### src/rtl/id_exe_skid_buffer.sv
// ============================================================================
// id_exe_skid_buffer : 2-entry elastic ID->EXE register with registered ready
// Optional: YSYX_22040125_BUBBLE_CNT_EN adds the bubble_cnt idle counter.
// Revision: 1.0
// ============================================================================
`default_nettype none

module id_exe_skid_buffer #(
  parameter int DW   = 160,
  parameter int CNTW = 32
) (
  input  logic          clk,
  input  logic          rst,
  input  logic          flush,
  input  logic          in_valid,
  output logic          in_ready,
  input  logic [DW-1:0] in_data,
  output logic          out_valid,
  input  logic          out_ready,
  output logic [DW-1:0] out_data
`ifdef YSYX_22040125_BUBBLE_CNT_EN
  ,
  output logic [CNTW-1:0] bubble_cnt
`endif
);

  logic          main_valid_q, main_valid_d;
  logic          skid_valid_q, skid_valid_d;
  logic [DW-1:0] main_data_q,  main_data_d;
  logic [DW-1:0] skid_data_q,  skid_data_d;

  logic w_in_fire;
  logic w_out_fire;

  // in_ready comes straight from a flop, so ID never sees a path from out_ready.
  assign in_ready   = ~skid_valid_q;
  assign out_valid  = main_valid_q;
  assign out_data   = main_data_q;

  assign w_in_fire  = in_valid & ~skid_valid_q;
  assign w_out_fire = main_valid_q & out_ready;

  always_comb begin
    main_valid_d = main_valid_q;
    skid_valid_d = skid_valid_q;
    main_data_d  = main_data_q;
    skid_data_d  = skid_data_q;
    if (flush) begin
      main_valid_d = 1'b0;
      skid_valid_d = 1'b0;
    end else begin
      case ({main_valid_q, skid_valid_q})
        2'b00: begin
          if (w_in_fire) begin
            main_valid_d = 1'b1;
            main_data_d  = in_data;
          end
        end
        2'b10: begin
          if (w_in_fire && w_out_fire) begin
            main_data_d  = in_data;
          end else if (w_in_fire) begin
            skid_valid_d = 1'b1;
            skid_data_d  = in_data;
          end else if (w_out_fire) begin
            main_valid_d = 1'b0;
          end
        end
        2'b11: begin
          if (w_out_fire) begin
            main_data_d  = skid_data_q;
            skid_valid_d = 1'b0;
          end
        end
        default: begin
          // Unreachable (skid without main); fall back to EMPTY.
          main_valid_d = 1'b0;
          skid_valid_d = 1'b0;
        end
      endcase
    end
  end

  always_ff @(posedge clk) begin
    if (!rst) begin
      main_valid_q <= 1'b0;
      skid_valid_q <= 1'b0;
      main_data_q  <= '0;
      skid_data_q  <= '0;
    end else begin
      main_valid_q <= main_valid_d;
      skid_valid_q <= skid_valid_d;
      main_data_q  <= main_data_d;
      skid_data_q  <= skid_data_d;
    end
  end

`ifdef YSYX_22040125_BUBBLE_CNT_EN
  logic [CNTW-1:0] bubble_cnt_q, bubble_cnt_d;

  // Counts cycles where EXE was willing but had nothing; flush does not clear it.
  always_comb begin
    bubble_cnt_d = bubble_cnt_q;
    if (out_ready && !main_valid_q && (bubble_cnt_q != {CNTW{1'b1}})) begin
      bubble_cnt_d = bubble_cnt_q + 1'b1;
    end
  end

  always_ff @(posedge clk) begin
    if (!rst) begin
      bubble_cnt_q <= '0;
    end else begin
      bubble_cnt_q <= bubble_cnt_d;
    end
  end

  assign bubble_cnt = bubble_cnt_q;
`endif

endmodule

`default_nettype wire
### config.mk
export PLATFORM = sky130hd
export DESIGN_NAME = id_exe_skid_buffer
export DESIGN_NICKNAME = d
export VERILOG_FILES = /design/src/rtl/id_exe_skid_buffer.sv
export SDC_FILE = /design/constraint.sdc
export NUM_CORES = 1
export LEC_CHECK = 0
export CORE_ASPECT_RATIO = 0.75
export CORE_MARGIN = 4
export CORE_UTILIZATION = 45
export DETAILED_ROUTE_END_ITERATION = 8
export GPL_ROUTABILITY_DRIVEN = 0
export PLACE_DENSITY = 0.75
export SLEW_MARGIN = 20
export SYNTH_ARGS = -nofsm -noshare
export SYNTH_HDL_FRONTEND = slang
export SYNTH_SLANG_ARGS = --single-unit
export TNS_END_PERCENT = 5
### constraint.sdc
create_clock -name clk -period 2.04 [get_ports clk]
set_clock_uncertainty 0.15 [all_clocks]
set_input_delay 0.408 -clock clk [delete_from_list [all_inputs] [get_ports clk]]
set_output_delay 0.408 -clock clk [all_outputs]
set_load 0.005 [all_outputs]
==> run_results.csv <==
group,metric,value,unit
worst_setup_path,critical-path-top-delay-family,"buffers and inverters",
worst_setup_path,startpoint_type,"flip-flop",
yosys,synth_warnings,0,
drt,drcViolationCount,0,
global_route,grt.total_usage,27.08,%
yosys,synth_fp_nets,1872,
clock_network,cts_inserted_buffers,34,
drt,totalWireLength,51680,microns
worst_setup_path,worstPathArrival,1.44,ns
layout,layout.filler_cells,2657,
layout,layout.core_utilization,62.54,%
timing,timing.final.hold_violations,0,
floorplan,design.portCount,327,
clock_network,insertion_delay,0.51,ns
worst_setup_path,critical_path_required,1.48,ns
floorplan,placeableCoreArea,0.03245,sq mm
yosys,synth-seq-cells,322,
yosys,synth_area_per_cell,8.701,sq um
drt,detail-route-antenna-nets,0,
worst_setup_path,critical_path.endpoint_type,"output pin",
global_route,first_pass_grt_wire_length,80980,microns
timing,worst_tran_pin_value,0.6867,ns
timing,setup_violations,0,
clock_network,cts.sink_count,322,
yosys,post_synth_num_cell_types,22,
floorplan,die_width,217.8,microns
worst_setup_path,reg2reg_setup_slack,0.11,ns
yosys,synth_area,0.01485,sq mm
pwr,power_density,754.2,mW/mm^2
outcome,outcome,"completed",
floorplan,placementRows,57,
worst_setup_path,critical_path_depth,1,
pwr,worst_ir_drop_vdd,0.0006815,V
min_path,holdCritPathClass,"primary input to flip-flop",
worst_setup_path,critical_path.slowest_cell,"clkdlybuf4s50_1",
global_route,first_global_vias,14570,
clock_network,ctsRootBufferMaster,"clkbuf_16",
timing,tns,0,ns
global_route,gr-total-overflow,0,
layout,fin_nets,2093,
floorplan,die_area,0.03601,sq mm
pwr,leakage,6.643,nW
floorplan,die_height,165.3,microns
timing,hold_ws,0.1524,ns
clock_network,clk_path_buf_depth,3,
worst_setup_path,critical_path.max_stage_delay,0.53,ns
worst_setup_path,timing.setup.critical_path_class,"flip-flop to output pin",
timing,slew_headroom,54.22,%
global_route,antenna_violations_before_repair,1,
timing,final.min_clock_period,1.997,ns
timing,layout_worst_path_cycle_share,97.90,%
run,cap_violations,0,
worst_setup_path,worst-path-buf-inv,1,
clock_network,clock_pin_slew_on_the_worst_setup_and_hold_paths,0.06,ns
placement,placement.io_buffers,326,
layout,final_design_area_no_fill,0.02029,sq mm
min_path,min_delay_path_depth,4,
drt,routed_via_density,6.482,
clock_network,cts_tree,"built",
timing,maxClockFrequency,500.7,MHz
clock_network,htreeDepth,2,
timing,layout_setup_ws,0.04293,ns
placement,pre_cts_ws,-0.2631,ns
placement,dp.final_hpwl,31980,microns
yosys,seq_area_frac_synth,43.40,%
timing,report.final.slew_viol_count,0,
worst_setup_path,critical_path.cell_chain,"clkdlybuf4s50_1",
placement,placed_area,0.01913,sq mm
yosys,post_synth_inst_count,1707,
layout,area.growth.synth_to_final,36.63,%
worst_setup_path,critPathMaxFanout,2,
layout,post_route_cells_drive_above_1_share,14.27,%
floorplan,start_util,45.77,%
global_route,maximum_number_of_pins_on_one_net_before_global_route_repair,161,
clock_network,post_cts_hold_buffer_count,0,
drt,drt_first_pass_iters,6,
drt,detailedRoute.firstIterationViolations,2325,
timing,grt_setup_unrepaired,"false",
worst_setup_path,r2r.worst_path.cells,5,
drt,routed_wire_length_per_instance,21.61,microns
drt,num_vias,15500,
## logic make-up after synthesis
logic type / after synthesis / synth area share [%]
AOI/OAI and AO/OA: 642 / 33.93
buffers and inverters: 253 / 7.388
DFF: 322 / 43.40
and+or+nand+nor: 490 / 15.28
## power breakdown
group	internal (mW)	leakage, nW	switching [mW]
registers	6.54	2.63	0.173
logic	1.20	3.46	1.10
clock network	3.77	0.555	2.53
## layout make-up
cell class                 count  area, sq um  share of cell area, %
timing repair buffer         434         4740                  23.36
antenna                        1        2.502                0.01233
sequential                   322         6460                  31.83
inverter                       4        32.53                 0.1603
multi-input combinational   1132         7368                  36.31
clock buffer                  51         1079                  5.315
tap                          442        553.0                  2.725
clock inverter                 5        58.81                 0.2898
## metal layers
layer | share of wire, % | GRT usage, % | vias to the layer above | wire (microns)
met5 | 0 | 0 | - | 0
met4 | 2.5 | 8.010 | 0 | 1284
met3 | 9.2 | 4.902 | 110 | 4746
met2 | 48 | 44.19 | 863 | 24670
met1 | 41 | 36.98 | 7526 | 20970
li1 | - | - | 6999 | -
## state kept, by name, indices dropped and copies added (netlist names)
signal and flops:
out_data 160, skid_data_q 160, out_valid 1, skid_valid_q 1
## synthesized netlist by cell type
library cell  count  area [sq um]
a21oi_1         161         805.8
a311oi_1         60         525.5
a311oi_2        100          1501
a41oi_1         160          1401
and4_1            1         8.760
buf_1             5         18.77
buf_2            37         185.2
buf_4             5         37.54
buf_6            11         123.9
clkbuf_1        191         716.9
clkinv_1          1         3.750
dfxtp_1         322          6446
inv_1             2         7.510
inv_2             1         3.750
nand2_1         163         611.8
nand2b_1          2         12.51
nand3_1         320          1602
nand4bb_1         1         11.26
nor3b_1           1         7.510
nor4bb_1          1         10.01
o21ai_0         161         805.8
or2_1             1         6.260
## through the flow
step / power, mW / instances
global placement: 9.057 / 2333
CTS: 15.38 / 2390
floorplan: 7.804 / 1707
detailed placement: 9.099 / 2333
global route: 15.83 / 2391
finish: 15.31 / 2391
## timing repair
item	CTS	global route
setup buffers	1	0
setup endpoints to repair	4	7
endpoints found under the hold margin	0	0
pin swaps	0	0
resized for setup	5	5
## layout by cell type, fill, tap and decap left out, types with 2 or more instances in the layout
cell               n
buf_12            53
buf_4             55
a311oi_2         100
clkbuf_1           4
nand2_1          162
clkinvlp_4         2
nand2b_4           2
a41oi_1          160
clkdlybuf4s50_1  323
a311oi_1          60
inv_8              2
dfxtp_1          315
clkbuf_8          10
nand3_1          320
o21ai_0          161
clkbuf_16         37
dfxtp_4            2
dfxtp_2            5
a21oi_1          161
## final timing paths
check	startpoint	to
max	out_data[74]	out_data[74]
min	flush	out_valid
max reg2reg	out_valid	out_data[7]
min reg2reg	skid_data_q[91]	skid_data_q[91]
No activity file was read; power rests on OpenSTA's default activity.
